==> config.mk <==
export PLATFORM = sky130hd
export DESIGN_NAME = led_activity_scheduler
export DESIGN_NICKNAME = d
export VERILOG_FILES = /design/src/rtl/led_activity_scheduler.sv
export SDC_FILE = /design/constraint.sdc
export NUM_CORES = 1
export LEC_CHECK = 0
export CAP_MARGIN = 20
export CORE_UTILIZATION = 52
export DETAILED_ROUTE_END_ITERATION = 12
export PLACE_DENSITY = 0.78
export SLEW_MARGIN = 20
export SYNTH_ARGS = -nofsm -noshare
export SYNTH_HDL_FRONTEND = slang
export SYNTH_SLANG_ARGS = --single-unit
==> constraint.sdc <==
create_clock -name sysclk2 -period 2.5 [get_ports sysclk2]
set_clock_uncertainty 0.15 [all_clocks]
set_input_delay 0.625 -clock sysclk2 [delete_from_list [all_inputs] [get_ports sysclk2]]
set_output_delay 0.625 -clock sysclk2 [all_outputs]
set_load 0.005 [all_outputs]
==> src/rtl/led_activity_scheduler.sv <==
// Shares one activity LED among NUM_REQ status sources: a fixed-priority arbiter with a
// minimum hold time picks the owner, and a tick-driven sequencer renders its pattern.
module led_activity_scheduler #(
    parameter int NUM_REQ   = 4,
    parameter int CLK_HZ    = 100000000,
    parameter int TICK_HZ   = 1000,
    parameter int SLOW_HALF = 500,
    parameter int FAST_HALF = 125,
    parameter int PULSE_LEN = 50,
    parameter int MIN_HOLD  = 200
) (
    input  logic                   sysclk2,
    input  logic                   rst,
    input  logic [NUM_REQ-1:0]     req_valid,
    input  logic [2*NUM_REQ-1:0]   req_mode,
    input  logic [NUM_REQ-1:0]     act_pulse,
    output logic [NUM_REQ-1:0]     grant,
    output logic                   led,
    output logic                   tick
);

    localparam int PRESCALE = CLK_HZ / TICK_HZ;
    localparam int PRE_W    = $clog2(PRESCALE) + 1;
    localparam int HOLD_W   = $clog2(MIN_HOLD) + 1;
    localparam int MAX_HALF = (SLOW_HALF > FAST_HALF) ? SLOW_HALF : FAST_HALF;
    localparam int PHASE_W  = $clog2(MAX_HALF) + 1;
    localparam int STR_W    = $clog2(PULSE_LEN) + 1;
    localparam int IDX_W    = (NUM_REQ > 1) ? $clog2(NUM_REQ) : 1;

    localparam logic [PRE_W-1:0]   PRE_LAST  = PRE_W'(PRESCALE - 1);
    localparam logic [HOLD_W-1:0]  HOLD_MAX  = HOLD_W'(MIN_HOLD);
    localparam logic [PHASE_W-1:0] SLOW_LAST = PHASE_W'(SLOW_HALF - 1);
    localparam logic [PHASE_W-1:0] FAST_LAST = PHASE_W'(FAST_HALF - 1);
    localparam logic [STR_W-1:0]   STR_LOAD  = STR_W'(PULSE_LEN);

    typedef enum logic {IDLE, OWN} state_t;

    state_t             state, next_state;
    logic [IDX_W-1:0]   owner_idx, next_idx, low_idx;
    logic               any_valid, owner_valid, owner_act, grant_change;
    logic [1:0]         owner_mode;
    logic [PRE_W-1:0]   pre_cnt;
    logic [HOLD_W-1:0]  hold_cnt;
    logic [PHASE_W-1:0] phase_cnt;
    logic [STR_W-1:0]   stretch_cnt;
    logic               blink_lvl, pattern_lvl, phase_last;

    // Lowest valid requester, plus the current owner's request lines.
    always_comb begin
        low_idx     = '0;
        any_valid   = 1'b0;
        owner_valid = 1'b0;
        owner_act   = 1'b0;
        owner_mode  = 2'b00;
        for (int i = NUM_REQ - 1; i >= 0; i--) begin
            if (req_valid[i]) begin
                low_idx   = IDX_W'(i);
                any_valid = 1'b1;
            end
        end
        for (int i = 0; i < NUM_REQ; i++) begin
            if (owner_idx == IDX_W'(i)) begin
                owner_valid = req_valid[i];
                owner_act   = act_pulse[i];
                owner_mode  = req_mode[2*i +: 2];
            end
        end
    end

    // A dropped owner always re-arbitrates; a valid owner only yields to a lower index
    // once its hold time has elapsed.
    always_comb begin
        next_state = state;
        next_idx   = owner_idx;
        case (state)
            IDLE: begin
                if (any_valid) begin
                    next_state = OWN;
                    next_idx   = low_idx;
                end
            end
            OWN: begin
                if (!owner_valid) begin
                    if (any_valid) next_idx = low_idx;
                    else           next_state = IDLE;
                end else if (low_idx < owner_idx && hold_cnt >= HOLD_MAX) begin
                    next_idx = low_idx;
                end
            end
            default: next_state = IDLE;
        endcase
        grant_change = (next_state != state) || (next_idx != owner_idx);
        phase_last   = owner_mode[0] ? (phase_cnt >= FAST_LAST) : (phase_cnt >= SLOW_LAST);
        case (owner_mode)
            2'b00:   pattern_lvl = 1'b0;
            2'b01:   pattern_lvl = 1'b1;
            default: pattern_lvl = blink_lvl;
        endcase
    end

    always_ff @(posedge sysclk2 or posedge rst) begin
        if (rst) begin
            state       <= IDLE;
            owner_idx   <= '0;
            grant       <= '0;
            pre_cnt     <= '0;
            tick        <= 1'b0;
            hold_cnt    <= '0;
            phase_cnt   <= '0;
            blink_lvl   <= 1'b0;
            stretch_cnt <= '0;
            led         <= 1'b0;
        end else begin
            if (pre_cnt == PRE_LAST) begin
                pre_cnt <= '0;
                tick    <= 1'b1;
            end else begin
                pre_cnt <= pre_cnt + 1'b1;
                tick    <= 1'b0;
            end

            state     <= next_state;
            owner_idx <= next_idx;
            grant     <= (next_state == OWN) ? (NUM_REQ'(1) << next_idx) : '0;
            led       <= (state == OWN) && (pattern_lvl ^ (stretch_cnt != '0));

            // A new owner starts fresh: blink lit, no inherited activity stretch.
            if (grant_change) begin
                hold_cnt    <= '0;
                phase_cnt   <= '0;
                blink_lvl   <= 1'b1;
                stretch_cnt <= '0;
            end else begin
                if (tick && hold_cnt < HOLD_MAX) hold_cnt <= hold_cnt + 1'b1;
                if (tick && owner_mode[1]) begin
                    if (phase_last) begin
                        phase_cnt <= '0;
                        blink_lvl <= ~blink_lvl;
                    end else begin
                        phase_cnt <= phase_cnt + 1'b1;
                    end
                end
                if (state == OWN && owner_act)       stretch_cnt <= STR_LOAD;
                else if (tick && stretch_cnt != '0) stretch_cnt <= stretch_cnt - 1'b1;
            end
        end
    end

endmodule

# After elaboration in Yosys (flattened, before gate mapping)
# Cells that the tools add are included.
[totals]
register_bits = 54
output_inout_bits = 6
elab_cells = 88
input_bits = 18
[classes]
n_lt_le_gt_ge = 5
n_shift = 1
addsub = 4
n_eq_ne = 7
mux = 43
n_reduce_logical = 15
bitwise_logic = 3
[ops]
columns = ["op", "n"]
rows = [
  ["$mux W10", 3],
  ["$mux W2", 11],
  ["$mux W7", 3],
  ["$mux W1", 19],
  ["$add A18 B1 Y18 const B", 1],
  ["$eq A18 B17 Y1 const B", 1],
  ["$mux W18", 1],
  ["$mux W9", 2],
  ["$add A10 B1 Y10 const B", 1],
  ["$ge A10 B7 Y1 const B", 1],
  ["$ge A10 B9 Y1 const B", 1],
  ["$add A9 B1 Y9 const B", 1],
  ["$ge A9 B8 Y1 const B", 1],
  ["$lt A9 B8 Y1 const B", 1],
  ["$reduce_bool A7 Y1", 1],
  ["$sub A7 B1 Y7 const B", 1],
  ["$logic_and A1 B1 Y1", 6],
  ["$reduce_bool A2 Y1", 3],
  ["$eq A2 B1 Y1 const B", 2],
  ["$eq A2 B2 Y1 const B", 2],
  ["$logic_not A2 Y1", 2],
  ["$mux W4", 1],
  ["$pmux W1 S2", 2],
  ["$pmux W2 S2", 1],
  ["9 further kinds", 10],
]

# Logic depth before layout (Yosys ltp)
# Gate-level depths: netlist (run 1).
[logic_depth]
ltp_word = 13
mapped_depth = 8
ltp_nobuf = 8

# Worst setup path before layout (run 1)
# OpenSTA, ideal clock, no wires.
[synth_timing]
path_kind = "in2reg"
from = "in req_valid[1]"
to = "reg phase_cnt[4]"
path_buffers = 0
required_ns = 2.272
path_stages = 7
setup_time_ns = 0.078
setup_slack_ns = -0.210
arrival_ns = 2.482
path_cell_list = "nor3_1 ha_1 o311a_1 o41a_1 o311a_4 or3_1 a21oi_1"
[synth_via]
elab_chain_len = 10
elab_cells_between_ends = 21
classes_between = "order compare: 1; eq/ne: 2; mux: 15; reduce/logical: 3"
[synth_lines]
columns = ["item", "line_no", "rtl"]
rows = [
  ["start, declared", "14", "input logic [NUM_REQ-1:0] req_valid,"],
  ["$mux W2 (2 in a row)", "56", "if (req_valid[i]) begin"],
  ["$lt A2 B2 Y1", "86", "end else if (low_idx < owner_idx && hold_cnt >= HOLD_MAX) begin"],
  ["$logic_and A1 B1 Y1", "86", ""],
  ["$mux W2", "86", ""],
  ["$mux W2", "83", "if (!owner_valid) begin"],
  ["$pmux W2 S2", "75", "case (state)"],
  ["$ne A2 B2 Y1", "92", "grant_change = (next_state != state) || (next_idx != owner_idx);"],
  ["$logic_or A1 B1 Y1 (*)", "92", ""],
  ["$mux W10 / $reduce_bool A2 Y1 (equally long branches)", "--", ""],
  ["end signal, assigned", "140", "phase_cnt <= phase_cnt + 1'b1;"],
  ["end, declared", "44", "logic [PHASE_W-1:0] phase_cnt;"],
]
# Mark *: on every way between the ends. The rest lies on a longest branch, timed or not.
# A chain may end at the register's enable or synchronous reset.

# Final worst setup path (run 1)
[layout_timing]
from = "in req_valid[0]"
to = "reg phase_cnt[4]"
[layout_via]
elab_chain_len = 9
elab_cells_between_ends = 20
classes_between = "order compare: 1; eq/ne: 2; mux: 14; reduce/logical: 3"
[layout_lines]
columns = ["item", "line_no"]
rows = [
  ["$mux W2 / $mux W1 (equally long branches)", "56, 62"],
  ["$lt A2 B2 Y1 / $mux W1 (equally long branches)", "86, 62"],
  ["$logic_and A1 B1 Y1 / $mux W1 (equally long branches)", "86, 62"],
  ["$mux W2 / $mux W1 (equally long branches)", "86, 62"],
  ["$mux W2 / $mux W1 (equally long branches)", "83"],
  ["$pmux W2 S2 / $pmux W1 S2 (equally long branches)", "75"],
  ["$ne A2 B2 Y1 / $ne A1 B1 Y1 (equally long branches)", "92"],
  ["$logic_or A1 B1 Y1 (*)", "92"],
  ["$mux W10 / $reduce_bool A2 Y1 (equally long branches)", "--"],
]
# Marked as above.

==> PnR_summary.wiki, run 1 <==
{| class="wikitable"
! Metric !! Value
|-
| Run status || finished, final reports clean
|-
| Final critical delay including setup and external delays || 2.446 ns
|-
| Net Count, Synth || 304
|-
| Share of synthesized area spent on multiplexers || 4.311%
|-
| Routed WL per cell || 13.93 um
|-
| Net count reported at finish || 360
|-
| Type of the worst min-delay path || register to register
|-
| Dpl ws || -0.7884 ns
|-
| Overall via count from detail_route || 2196
|-
| Cells after Synth || 278
|-
| Violation count after the first detailed-route iteration || 125
|-
| Initial antenna violation count || 0
|-
| Crit-path cells || buf_2 -> buf_6 -> mux4_2 -> a21o_1 -> o41a_1 -> o311a_4 -> or3_4 -> a21oi_2
|-
| End of the worst hold path || pre_cnt[13]$_DFF_PP0_
|-
| Fmax || 0.4088 GHz
|-
| Endpoint of the most critical register-to-register path || phase_cnt[4]$_DFFE_PP0P_
|-
| Number of ports placed on the die boundary || 24
|-
| Worst flop-to-flop path startpoint || owner_idx[0]$_DFF_PP0_
|-
| Combinational family with the most area after synthesis || simple AND/OR/NAND/NOR gates
|-
| Number of antenna-violating nets in the routed design || 0
|-
| Transition time of the tightest slew-check pin || 0.5063 ns
|-
| Async set-or-reset flop fraction in the synthesized netlist || 100.0%
|-
| Crit path launch type || input pin
|-
| Relative slew slack || 65.89%
|-
| Logic depth of the worst register-to-register path || 6
|-
| Max FO, Critical Path || 5
|-
| Sequential standard cell area || 1351 um^2
|-
| Library cell contributing the largest single delay on the critical path || sky130_fd_sc_hd__mux4_2
|-
| Sum of net half-perimeters after detailed placement || 4.118 mm
|-
| Cell accounting for the most synthesized area || sky130_fd_sc_hd__dfrtp_1
|-
| Fraction of final layout cells with drive strength greater than 1 || 17.31%
|-
| EDFF count, synth || 0
|-
| Endpoint class of the critical path || register
|-
| Sinks on Clock Net || 54
|-
| Part of the Yosys area used for sequential elements || 48.50%
|-
| Internal reg-to-reg setup slack || 0.09 ns
|-
| Inserted Clock Buffers || 5
|-
| Static leakage || 1.494 nW
|-
| Number of placement rows || 26
|-
| Number of global-route vias before repair || 2189
|-
| Die outline width || 75.20 um
|-
| Post-Synth Adder-Cell Area || 3.592%
|-
| Remaining global-route overflow || 0
|-
| Die Ht || 75.20 um
|-
| Layout filler cell count || 438
|-
| Wirelength, routed || 5.641 mm
|-
| Top FF cell, synth || sky130_fd_sc_hd__dfrtp_1
|-
| Max-slew violations || 0
|-
| Area growth from synthesis to layout || 23.89%
|-
| Power per cell area || 605.0 nW/um^2
|-
| Final weighted congestion in routability-driven placement || 0.8428
|-
| H-Tree Level Count || 2
|-
| Number of endpoints failing setup at the final stage || 0
|-
| Number of distinct library cells after synthesis || 44
|-
| Finished layout cell area || 3452 um^2
|-
| Compound-Gate Fraction of Synth Area || 9.115%
|-
| Count of TritonRoute iterations in the first routing pass || 4
|-
| CP max stage delay || 0.46 ns
|-
| Required time at the endpoint of the critical path || 2.59 ns
|-
| RSZ-0062 raised after global routing || no
|-
| Standard cell area after detailed placement || 3299 um^2
|-
| Worst Hold Launch || pre_cnt[13]$_DFF_PP0_
|-
| Clock Tree Root || sky130_fd_sc_hd__clkbuf_8
|-
| CTS tree || built
|-
| Residual DRC || 0
|-
| GRT Util Overall || 22.07%
|-
| Count of inserted antenna diode cells || 0
|-
| Maxcap violations || 0
|-
| Largest cells by area after synthesis || sky130_fd_sc_hd__dfrtp_1 48%, sky130_fd_sc_hd__xnor2_1 5.0%, sky130_fd_sc_hd__xor2_1 4.7%
|-
| Pin count of the biggest net entering global routing || 26
|-
| Highest-count cells in the layout ignoring fill and taps || 54 x sky130_fd_sc_hd__dfrtp_1, 33 x sky130_fd_sc_hd__nor2_1, 29 x sky130_fd_sc_hd__nand2_1
|-
| Basic-gate share of the synthesized area counting and, or, nand and nor cells || 21.73%
|-
| Max Buffers Root-to-Sink || 2
|-
| Post-route worst setup slack || 0.05372 ns
|-
| Via density || 5.422
|-
| WP data arrival || 2.54 ns
|-
| Total core area || 5140 um^2
|-
| Final critical-path share of the clock period || 97.85%
|-
| Yosys warns || 0
|-
| Area share of the leading cell type in the synthesized netlist || 48.50%
|-
| Starting density of the core || 54.21%
|-
| Number of buffers inserted by hold repair at cts || 0
|-
| Clk pin slew, worst setup/hold paths || 0.09 ns
|-
| Most common library cell in the layout ignoring fill and taps || sky130_fd_sc_hd__dfrtp_1
|-
| Peak supply drop || 0.3254 mV
|-
| Area occupied by multi-input gates || 1393 um^2
|-
| Xor-xnor portion of the synthesized cell area || 9.744%
|-
| Count of buffers inserted at the top-level ports || 23
|-
| Worst Hold Path Cells || 1
|-
| Total power draw || 0.002089 W
|-
| Full die area || 5655 um^2
|-
| Wire length of the first global-routing pass || 9.363 mm
|-
| Final hold violation count || 0
|-
| Mean cell area of the mapped netlist || 10.02 um^2
|-
| Clock insertion delay at the later pin of the skew report || 0.31 ns
|-
| Startpoint-to-endpoint class of the critical path || input pin to register
|-
| FF+latch count, synth || 54
|-
| Netlist Area Pre-Place || 2786 um^2
|}
[worst max-delay path by stage]
stage                 startpoint                        to  slack [ns]  cells after the start
floorplan           req_valid[3]  phase_cnt[5]$_DFFE_PP0P_       -0.16                      8
global placement    req_valid[3]  phase_cnt[6]$_DFFE_PP0P_       -0.70                      9
detailed placement  req_valid[3]  phase_cnt[4]$_DFFE_PP0P_       -0.79                      9
CTS                 req_valid[3]  phase_cnt[4]$_DFFE_PP0P_        0.02                      9
global route        req_valid[2]  phase_cnt[4]$_DFFE_PP0P_      0.0009                      9
finish              req_valid[0]  phase_cnt[4]$_DFFE_PP0P_        0.05                      8
[power by group]
group / leakage [nW] / switching (W) / total, W / internal, W
sequential: 0.717 / 0.0000374 / 0.000968 / 0.000931
combinational: 0.726 / 0.000288 / 0.000601 / 0.000313
clock: 0.0514 / 0.000291 / 0.000520 / 0.000229
[cells by family after synthesis]
| logic type | Yosys count |
|---|---|
| buffers and inverters | 20 |
| xor gates and xnor gates | 31 |
| muxes | 7 |
| adders and majority gates | 8 |
| and+or+nand+nor | 122 |
| AOI/OAI and AO/OA | 36 |
| DFF | 54 |
[metrics by stage]
step	hold WS, ns	instances	util, %	setup TNS (ns)
finish	0.3437	405	67.16	0
global route	0.3590	405	67.16	0
CTS	0.3433	404	66.63	0
detailed placement	0.3208	392	64.19	-20.04
global placement	0.3106	392	64.19	-18.48
floorplan	0.2872	278	-	-1.524
[final cells by class]
| class | count | share of cell area (%) |
|---|---|---|
| sequential | 54 | 39.14 |
| clock inverter | 2 | 0.5074 |
| clock buffer | 6 | 2.392 |
| timing repair buffer | 52 | 13.34 |
| tap | 70 | 2.537 |
| inverter | 16 | 1.740 |
| multi-input combinational | 205 | 40.34 |
[sequential cells by signal, summed over array words and instances, names as in the netlist]
register	cells
phase_cnt	10
hold_cnt	9
grant	4
stretch_cnt	7
state	1
owner_idx	2
tick	1
led	1
pre_cnt	18
blink_lvl	1
[per-layer routing]
layer  up-vias  wire (um)  share of wire, %  track usage, %
met3        10        210               3.7           4.953
met5         -          0                 0               0
met2        43       2899                51           40.14
li1       1077          -                 -               -
met4         0         99               1.8           8.025
met1      1066       2432                43           25.50
[critical path, delay by kind of cell]
kind,cells,cell delay (ns)
buffers and inverters,2,0.25
AOI/OAI and AO/OA,4,0.83
muxes,1,0.46
and+or+nand+nor,1,0.37
[repair_timing]
item                       4_1_cts  5_1_grt
setup endpoints to repair       31        9
gates cloned                     1        0
gates resized for setup         19        9
buffers inserted                 3        1
pin swaps                        8        0
[cells in the mapped netlist, types with 3 or more instances]
library cell	instances
sky130_fd_sc_hd__or4_1	3
sky130_fd_sc_hd__nand4_1	6
sky130_fd_sc_hd__and3_1	3
sky130_fd_sc_hd__nor3_1	4
sky130_fd_sc_hd__nor4_1	4
sky130_fd_sc_hd__or3_1	8
sky130_fd_sc_hd__a21oi_1	13
sky130_fd_sc_hd__xnor2_1	16
sky130_fd_sc_hd__nand3_1	12
sky130_fd_sc_hd__dfrtp_1	54
sky130_fd_sc_hd__mux4_2	4
sky130_fd_sc_hd__o21ai_0	9
sky130_fd_sc_hd__mux2i_1	3
sky130_fd_sc_hd__nor2b_1	5
sky130_fd_sc_hd__inv_1	15
sky130_fd_sc_hd__xor2_1	15
sky130_fd_sc_hd__nand2_1	29
sky130_fd_sc_hd__and2_1	5
sky130_fd_sc_hd__ha_1	8
sky130_fd_sc_hd__nor2_1	34
No activity file was read; power rests on OpenSTA's default activity.
==> run 2, diff against run 1 <==
--- a/config.mk
+++ b/config.mk
@@ -8,7 +8,8 @@
 export CAP_MARGIN = 20
 export CORE_UTILIZATION = 52
 export DETAILED_ROUTE_END_ITERATION = 12
-export PLACE_DENSITY = 0.78
+export PLACE_DENSITY = 0.76
+export REMOVE_ABC_BUFFERS = 1
 export SLEW_MARGIN = 20
 export SYNTH_ARGS = -nofsm -noshare
 export SYNTH_HDL_FRONTEND = slang
==> run 2 against run 1 <==
Global-route usage rose by 0.70 points. Die area stayed put. Worst hold slack lost 0.023 ns. Maximum frequency down 1.0%. Final cell count decreased by 0.25%. Critical path type unchanged.
==> PnR_summary.wiki, run 2 (synthesis gave the netlist of run 1 again) <==
{| class="wikitable"
! Metric !! Value
|-
| Final weighted congestion in routability-driven placement || 0.8224
|-
| Endpoint class of the critical path || register
|-
| Required time at the endpoint of the critical path || 2.59 ns
|-
| Clock insertion delay at the later pin of the skew report || 0.30 ns
|-
| Peak supply drop || 0.4545 mV
|-
| Startpoint-to-endpoint class of the critical path || input pin to register
|-
| Violation count after the first detailed-route iteration || 114
|-
| Pin count of the biggest net entering global routing || 23
|-
| Via density || 5.401
|-
| Crit path launch type || input pin
|-
| Overall via count from detail_route || 2182
|-
| Count of buffers inserted at the top-level ports || 23
|-
| Routed WL per cell || 13.47 um
|-
| Wirelength, routed || 5.440 mm
|-
| Wire length of the first global-routing pass || 9.625 mm
|-
| Initial antenna violation count || 0
|-
| Count of inserted antenna diode cells || 0
|-
| Fmax || 0.4047 GHz
|-
| Layout filler cell count || 436
|-
| Run status || finished, final reports clean
|-
| CTS tree || built
|-
| Starting density of the core || 54.21%
|-
| Dpl ws || -0.8580 ns
|-
| Full die area || 5655 um^2
|-
| Number of placement rows || 26
|-
| Area occupied by multi-input gates || 1400 um^2
|-
| Setup total negative slack || 0 ns
|-
| Die Ht || 75.20 um
|-
| Remaining global-route overflow || 0
|-
| Final critical delay including setup and external delays || 2.471 ns
|-
| Most common library cell in the layout ignoring fill and taps || sky130_fd_sc_hd__dfrtp_1
|-
| Logic depth of the worst register-to-register path || 6
|-
| Type of the worst min-delay path || register to register
|-
| Number of ports placed on the die boundary || 24
|-
| Max FO, Critical Path || 8
|-
| Placed cell count || 393
|-
| RSZ-0062 raised after global routing || yes
|-
| Worst Hold Slack || 0.3209 ns
|-
| Sequential standard cell area || 1351 um^2
|-
| Top register by number of flip-flops || pre_cnt
|-
| Count of TritonRoute iterations in the first routing pass || 4
|-
| Worst Hold Path Cells || 1
|-
| Die outline width || 75.20 um
|-
| Number of global-route vias before repair || 2117
|-
| Sinks on Clock Net || 54
|-
| Worst Hold Launch || pre_cnt[17]$_DFF_PP0_
|-
| Total core area || 5140 um^2
|-
| Power per cell area || 624.4 nW/um^2
|-
| Number of endpoints failing setup at the final stage || 0
|-
| Clk pin slew, worst setup/hold paths || 0.10 ns
|-
| Max-slew violations || 0
|-
| Switching Fraction || 27.58%
|-
| Final hold violation count || 0
|-
| Maxcap violations || 0
|-
| Net count reported at finish || 359
|-
| Fraction of final layout cells with drive strength greater than 1 || 17.96%
|-
| Fraction of power consumed by the clock network || 28.0%
|-
| Cell Int Power || 0.001577 W
|-
| Number of buffers inserted by hold repair at cts || 0
|-
| H-Tree Level Count || 2
|-
| Number of antenna-violating nets in the routed design || 0
|-
| WP data arrival || 2.56 ns
|-
| Non-filler instance count after layout || 404
|-
| Area growth from synthesis to layout || 25.15%
|-
| Static leakage || 1.511 nW
|-
| Flip-flop count of the largest register after layout || 18
|-
| Internal reg-to-reg setup slack || 0.09 ns
|-
| Post-route worst setup slack || 0.02896 ns
|-
| Power spent charging and discharging nets || 0.0006004 W
|-
| Highest-count cells in the layout ignoring fill and taps || 54 x sky130_fd_sc_hd__dfrtp_1, 33 x sky130_fd_sc_hd__nor2_1, 29 x sky130_fd_sc_hd__nand2_1
|-
| Utilization of the core after routing || 67.84%
|-
| Max Buffers Root-to-Sink || 2
|-
| Sequential share of power || 44.4%
|-
| Worst flop-to-flop path startpoint || owner_idx[0]$_DFF_PP0_
|-
| Inserted Clock Buffers || 5
|-
| Transition time of the tightest slew-check pin || 0.4865 ns
|-
| Final critical-path share of the clock period || 98.84%
|-
| GRT Util Overall || 22.76%
|-
| Clock Tree Root || sky130_fd_sc_hd__clkbuf_8
|-
| Residual DRC || 0
|-
| Share of total power in combinational logic || 27.6%
|-
| Registers with the highest flip-flop counts || pre_cnt x18, phase_cnt x10, hold_cnt x9
|-
| Sum of net half-perimeters after detailed placement || 4.052 mm
|-
| End of the worst hold path || pre_cnt[17]$_DFF_PP0_
|-
| Endpoint of the most critical register-to-register path || phase_cnt[7]$_DFFE_PP0P_
|-
| Relative slew slack || 67.52%
|}
==> run 2: area by class of cell <==
type,count,share of cell area [%]
clock buffer,6,2.368
inverter,16,1.722
multi-input combinational,204,40.15
tap,70,2.512
timing repair buffer,52,13.38
sequential,54,38.75
clock inverter,2,1.112
==> run 2: per-stage QoR <==
stage | cell area [um^2] | total power (W)
floorplan | 2763 | 0.001290
global placement | 3288 | 0.001530
detailed placement | 3288 | 0.001544
CTS | 3436 | 0.002185
global route | 3487 | 0.002304
finish | 3487 | 0.002177
==> run 2: power groups by stage <==
stage	Sequential, W	Clock (W)	Combinational [W]
2_1_floorplan	0.000996	0	0.000294
3_3_place_gp	0.000985	0	0.000545
3_5_place_dp	0.000985	0	0.000558
4_1_cts	0.000968	0.000628	0.000589
5_1_grt	0.000977	0.000665	0.000662
6_report	0.000967	0.000609	0.000601
==> run 2: critical path, cell delays in order <==
cell and delay, ns:
sky130_fd_sc_hd__buf_6 0.10, sky130_fd_sc_hd__nor2_4 0.13, sky130_fd_sc_hd__nor3_4 0.06, sky130_fd_sc_hd__ha_1 0.26, sky130_fd_sc_hd__o311a_1 0.13, sky130_fd_sc_hd__o41a_1 0.35, sky130_fd_sc_hd__o311a_4 0.41, sky130_fd_sc_hd__or3_4 0.38
sky130_fd_sc_hd__a21oi_2 0.13
==> run 2: routing by layer <==
metal | routed length [um] | track usage, % | share of wire (%) | vias to the layer above
met5 | 0 | 0 | 0 | -
met4 | 9 | 5.350 | 0.17 | 0
met3 | 194 | 4.150 | 3.6 | 2
met2 | 2719 | 38.24 | 50 | 32
met1 | 2516 | 30.94 | 46 | 1074
li1 | - | - | - | 1074
==> run 2: worst max-delay path by stage <==
stage | endpoint | startpoint | depth (start not counted)
6_report | phase_cnt[7]$_DFFE_PP0P_ | req_valid[2] | 9
5_1_grt | phase_cnt[7]$_DFFE_PP0P_ | req_valid[2] | 9
4_1_cts | phase_cnt[6]$_DFFE_PP0P_ | req_valid[0] | 8
3_5_place_dp | phase_cnt[6]$_DFFE_PP0P_ | req_valid[2] | 9
3_3_place_gp | phase_cnt[4]$_DFFE_PP0P_ | req_valid[2] | 9
2_1_floorplan | phase_cnt[2]$_DFFE_PP0P_ | req_valid[1] | 7
==> run 2: what timing repair did <==
item | CTS | global route
pin swaps | 15 | 4
gates cloned | 0 | 0
endpoints found under the setup margin | 33 | 19
gates resized for setup | 20 | 16
setup buffers | 3 | 0
==> run 3, diff against run 2 <==
--- a/config.mk
+++ b/config.mk
@@ -6,9 +6,11 @@
 export NUM_CORES = 1
 export LEC_CHECK = 0
 export CAP_MARGIN = 20
+export CORE_ASPECT_RATIO = 1.1
 export CORE_UTILIZATION = 52
 export DETAILED_ROUTE_END_ITERATION = 12
 export PLACE_DENSITY = 0.76
+export RECOVER_POWER = 100
 export REMOVE_ABC_BUFFERS = 1
 export SLEW_MARGIN = 20
 export SYNTH_ARGS = -nofsm -noshare
==> constraint.sdc (replaced) <==
create_clock -name sysclk2 -period 2.5 [get_ports sysclk2]
set_clock_uncertainty 0.15 [all_clocks]
set_input_delay 0.625 -clock sysclk2 [delete_from_list [all_inputs] [get_ports sysclk2]]
set_output_delay 0.625 -clock sysclk2 [all_outputs]
set_load 0.01 [all_outputs]
==> run 3 against run 2 <==
Global-route usage shrank 1.4 points. Die area is essentially flat. Register-to-register slack gained 0.05 ns. Non-clock buffer count shrank 2. Sequential share of layout area grew 0.85 points. Cell area shrank 2.0%. Sequential cell count is the same. Count of clock-buffer cells in the layout grew 1. Critical path type unchanged. Largest power group unchanged.
==> PnR_summary.wiki, run 3 (synthesis gave the netlist of run 1 again) <==
{| class="wikitable"
! Metric !! Value
|-
| Max FO, Critical Path || 5
|-
| Crit path to || phase_cnt[6]$_DFFE_PP0P_
|-
| Residual DRC || 0
|-
| Share of total power in combinational logic || 27.2%
|-
| Clk pin slew, worst setup/hold paths || 0.10 ns
|-
| RSZ-0062 raised after global routing || yes
|-
| Finished layout cell area || 3416 um^2
|-
| Most common library cell in the layout ignoring fill and taps || sky130_fd_sc_hd__dfrtp_1
|-
| Logic depth of the worst register-to-register path || 6
|-
| Number of endpoints failing setup at the final stage || 0
|-
| Total power draw || 0.002080 W
|-
| Number of antenna-violating nets in the routed design || 0
|-
| Highest-count cells in the layout ignoring fill and taps || 53 x sky130_fd_sc_hd__dfrtp_1, 33 x sky130_fd_sc_hd__nor2_1, 29 x sky130_fd_sc_hd__nand2_1
|-
| CTS tree || built
|-
| Clock insertion delay at the later pin of the skew report || 0.31 ns
|-
| Number of global-route vias before repair || 2090
|-
| GRT Util Overall || 21.37%
|-
| Count of TritonRoute iterations in the first routing pass || 4
|-
| Power per cell area || 609.0 nW/um^2
|-
| Cell Int Power || 0.001465 W
|-
| Switching Fraction || 29.57%
|-
| Count of buffers inserted at the top-level ports || 23
|-
| Transition time of the tightest slew-check pin || 0.7097 ns
|-
| Layout filler cell count || 379
|-
| Die Ht || 78.78 um
|-
| Worst flop-to-flop path startpoint || owner_idx[0]$_DFF_PP0_
|-
| CP startpoint || req_valid[2]
|-
| Count of inserted antenna diode cells || 0
|-
| Final weighted congestion in routability-driven placement || 0.8584
|-
| Sequential share of power || 46.8%
|-
| Net count reported at finish || 358
|-
| Area growth from synthesis to layout || 22.59%
|-
| Initial antenna violation count || 0
|-
| Number of ports placed on the die boundary || 24
|-
| Total core area || 5067 um^2
|-
| Full die area || 5656 um^2
|-
| Crit path launch type || input pin
|-
| Standard cell area after detailed placement || 3266 um^2
|-
| WP data arrival || 2.55 ns
|-
| Utilization of the core after routing || 67.41%
|-
| Flip-flop count of the largest register after layout || 18
|-
| Remaining global-route overflow || 0
|-
| Max Buffers Root-to-Sink || 2
|-
| Violation count after the first detailed-route iteration || 70
|-
| Wirelength, routed || 5.640 mm
|-
| Maxcap violations || 0
|-
| Relative slew slack || 52.64%
|-
| Fraction of power consumed by the clock network || 26.1%
|-
| Final critical delay including setup and external delays || 2.450 ns
|-
| Static leakage || 1.480 nW
|-
| Routed WL per cell || 14.42 um
|-
| Overall via count from detail_route || 2182
|-
| Die outline width || 71.80 um
|-
| Placed cell count || 380
|-
| Type of the worst min-delay path || register to register
|-
| Registers with the highest flip-flop counts || pre_cnt x18, phase_cnt x10, hold_cnt x9
|-
| Final hold violation count || 0
|-
| Internal reg-to-reg setup slack || 0.14 ns
|-
| Peak supply drop || 0.3835 mV
|-
| H-Tree Level Count || 2
|-
| Starting density of the core || 54.99%
|-
| Sinks on Clock Net || 54
|-
| Fmax || 0.4081 GHz
|-
| Clock Tree Root || sky130_fd_sc_hd__clkbuf_8
|-
| Inserted Clock Buffers || 5
|-
| Number of placement rows || 27
|-
| Number of buffers inserted by hold repair at cts || 0
|-
| Non-filler instance count after layout || 391
|-
| Endpoint of the most critical register-to-register path || phase_cnt[6]$_DFFE_PP0P_
|-
| Required time at the endpoint of the critical path || 2.60 ns
|-
| Via density || 5.581
|-
| Fraction of final layout cells with drive strength greater than 1 || 16.22%
|-
| Max-slew violations || 0
|-
| Sum of net half-perimeters after detailed placement || 4.018 mm
|-
| Power spent charging and discharging nets || 0.0006151 W
|-
| Endpoint class of the critical path || register
|-
| Worst Hold Slack || 0.3324 ns
|-
| Final critical-path share of the clock period || 98.00%
|-
| Pin count of the biggest net entering global routing || 38
|-
| Startpoint-to-endpoint class of the critical path || input pin to register
|-
| Wire length of the first global-routing pass || 9.384 mm
|-
| Top register by number of flip-flops || pre_cnt
|-
| Run status || finished, final reports clean
|}
## run 3: area by class of cell
cell class | instances | area [um^2] | area share (%)
inverter | 16 | 60.06 | 1.758
clock buffer | 7 | 96.34 | 2.821
timing repair buffer | 50 | 414.1 | 12.12
tap | 58 | 72.57 | 2.125
multi-input combinational | 205 | 1411 | 41.32
sequential | 54 | 1353 | 39.60
clock inverter | 1 | 8.758 | 0.2564
## run 3: timing repair
| action | 4_1_cts | 5_1_grt |
|---|---|---|
| setup buffers | 1 | 1 |
| endpoints found under the setup margin | 33 | 19 |
| resized for setup | 23 | 16 |
| pin swaps | 13 | 5 |
| cloned | 1 | 0 |
## run 3: power by group through the flow
stage                     clock network, W  registers, W  logic (W)
after floorplan                          0       0.00101   0.000294
after global placement                   0      0.000987   0.000538
after detailed placement                 0      0.000990   0.000547
after CTS                         0.000548      0.000973   0.000570
after global routing              0.000585      0.000980   0.000619
final                             0.000542      0.000973   0.000566
## run 3: metal layers
| layer | wire (um) | share of wire (%) | track usage (%) |
|---|---|---|---|
| met5 | 0 | 0 | 0 |
| met3 | 248 | 4.4 | 4.188 |
| met2 | 2761 | 49 | 36.51 |
| met4 | 72 | 1.3 | 5.882 |
| met1 | 2558 | 45 | 27.77 |
## run 3: how the worst min path moves through the flow
stage | slack (ns) | depth (start not counted) | startpoint | to
detailed placement | 0.32 | 1 | pre_cnt[4]$_DFF_PP0_ | pre_cnt[4]$_DFF_PP0_
CTS | 0.33 | 1 | pre_cnt[4]$_DFF_PP0_ | pre_cnt[4]$_DFF_PP0_
floorplan | 0.29 | 1 | pre_cnt[17]$_DFF_PP0_ | pre_cnt[17]$_DFF_PP0_
finish | 0.33 | 1 | pre_cnt[4]$_DFF_PP0_ | pre_cnt[4]$_DFF_PP0_
global route | 0.36 | 1 | pre_cnt[4]$_DFF_PP0_ | pre_cnt[4]$_DFF_PP0_
global placement | 0.31 | 1 | pre_cnt[17]$_DFF_PP0_ | pre_cnt[17]$_DFF_PP0_
## run 3: critical path, cell delays in order
cell	delay, ns
sky130_fd_sc_hd__buf_8	0.10
sky130_fd_sc_hd__nor2_4	0.12
sky130_fd_sc_hd__nor3_4	0.06
sky130_fd_sc_hd__ha_1	0.29
sky130_fd_sc_hd__o311a_1	0.13
sky130_fd_sc_hd__o41a_1	0.37
sky130_fd_sc_hd__o311a_4	0.35
sky130_fd_sc_hd__or3_4	0.37
sky130_fd_sc_hd__a21oi_2	0.13
## run 3: stage by stage
step	worst slack (ns)	setup TNS, ns
after floorplan	-0.4232	-5.707
after global placement	-0.7844	-20.48
after detailed placement	-0.8566	-22.18
after CTS	0.001951	0
after global routing	-0.02737	-0.02737
final	0.04990	0
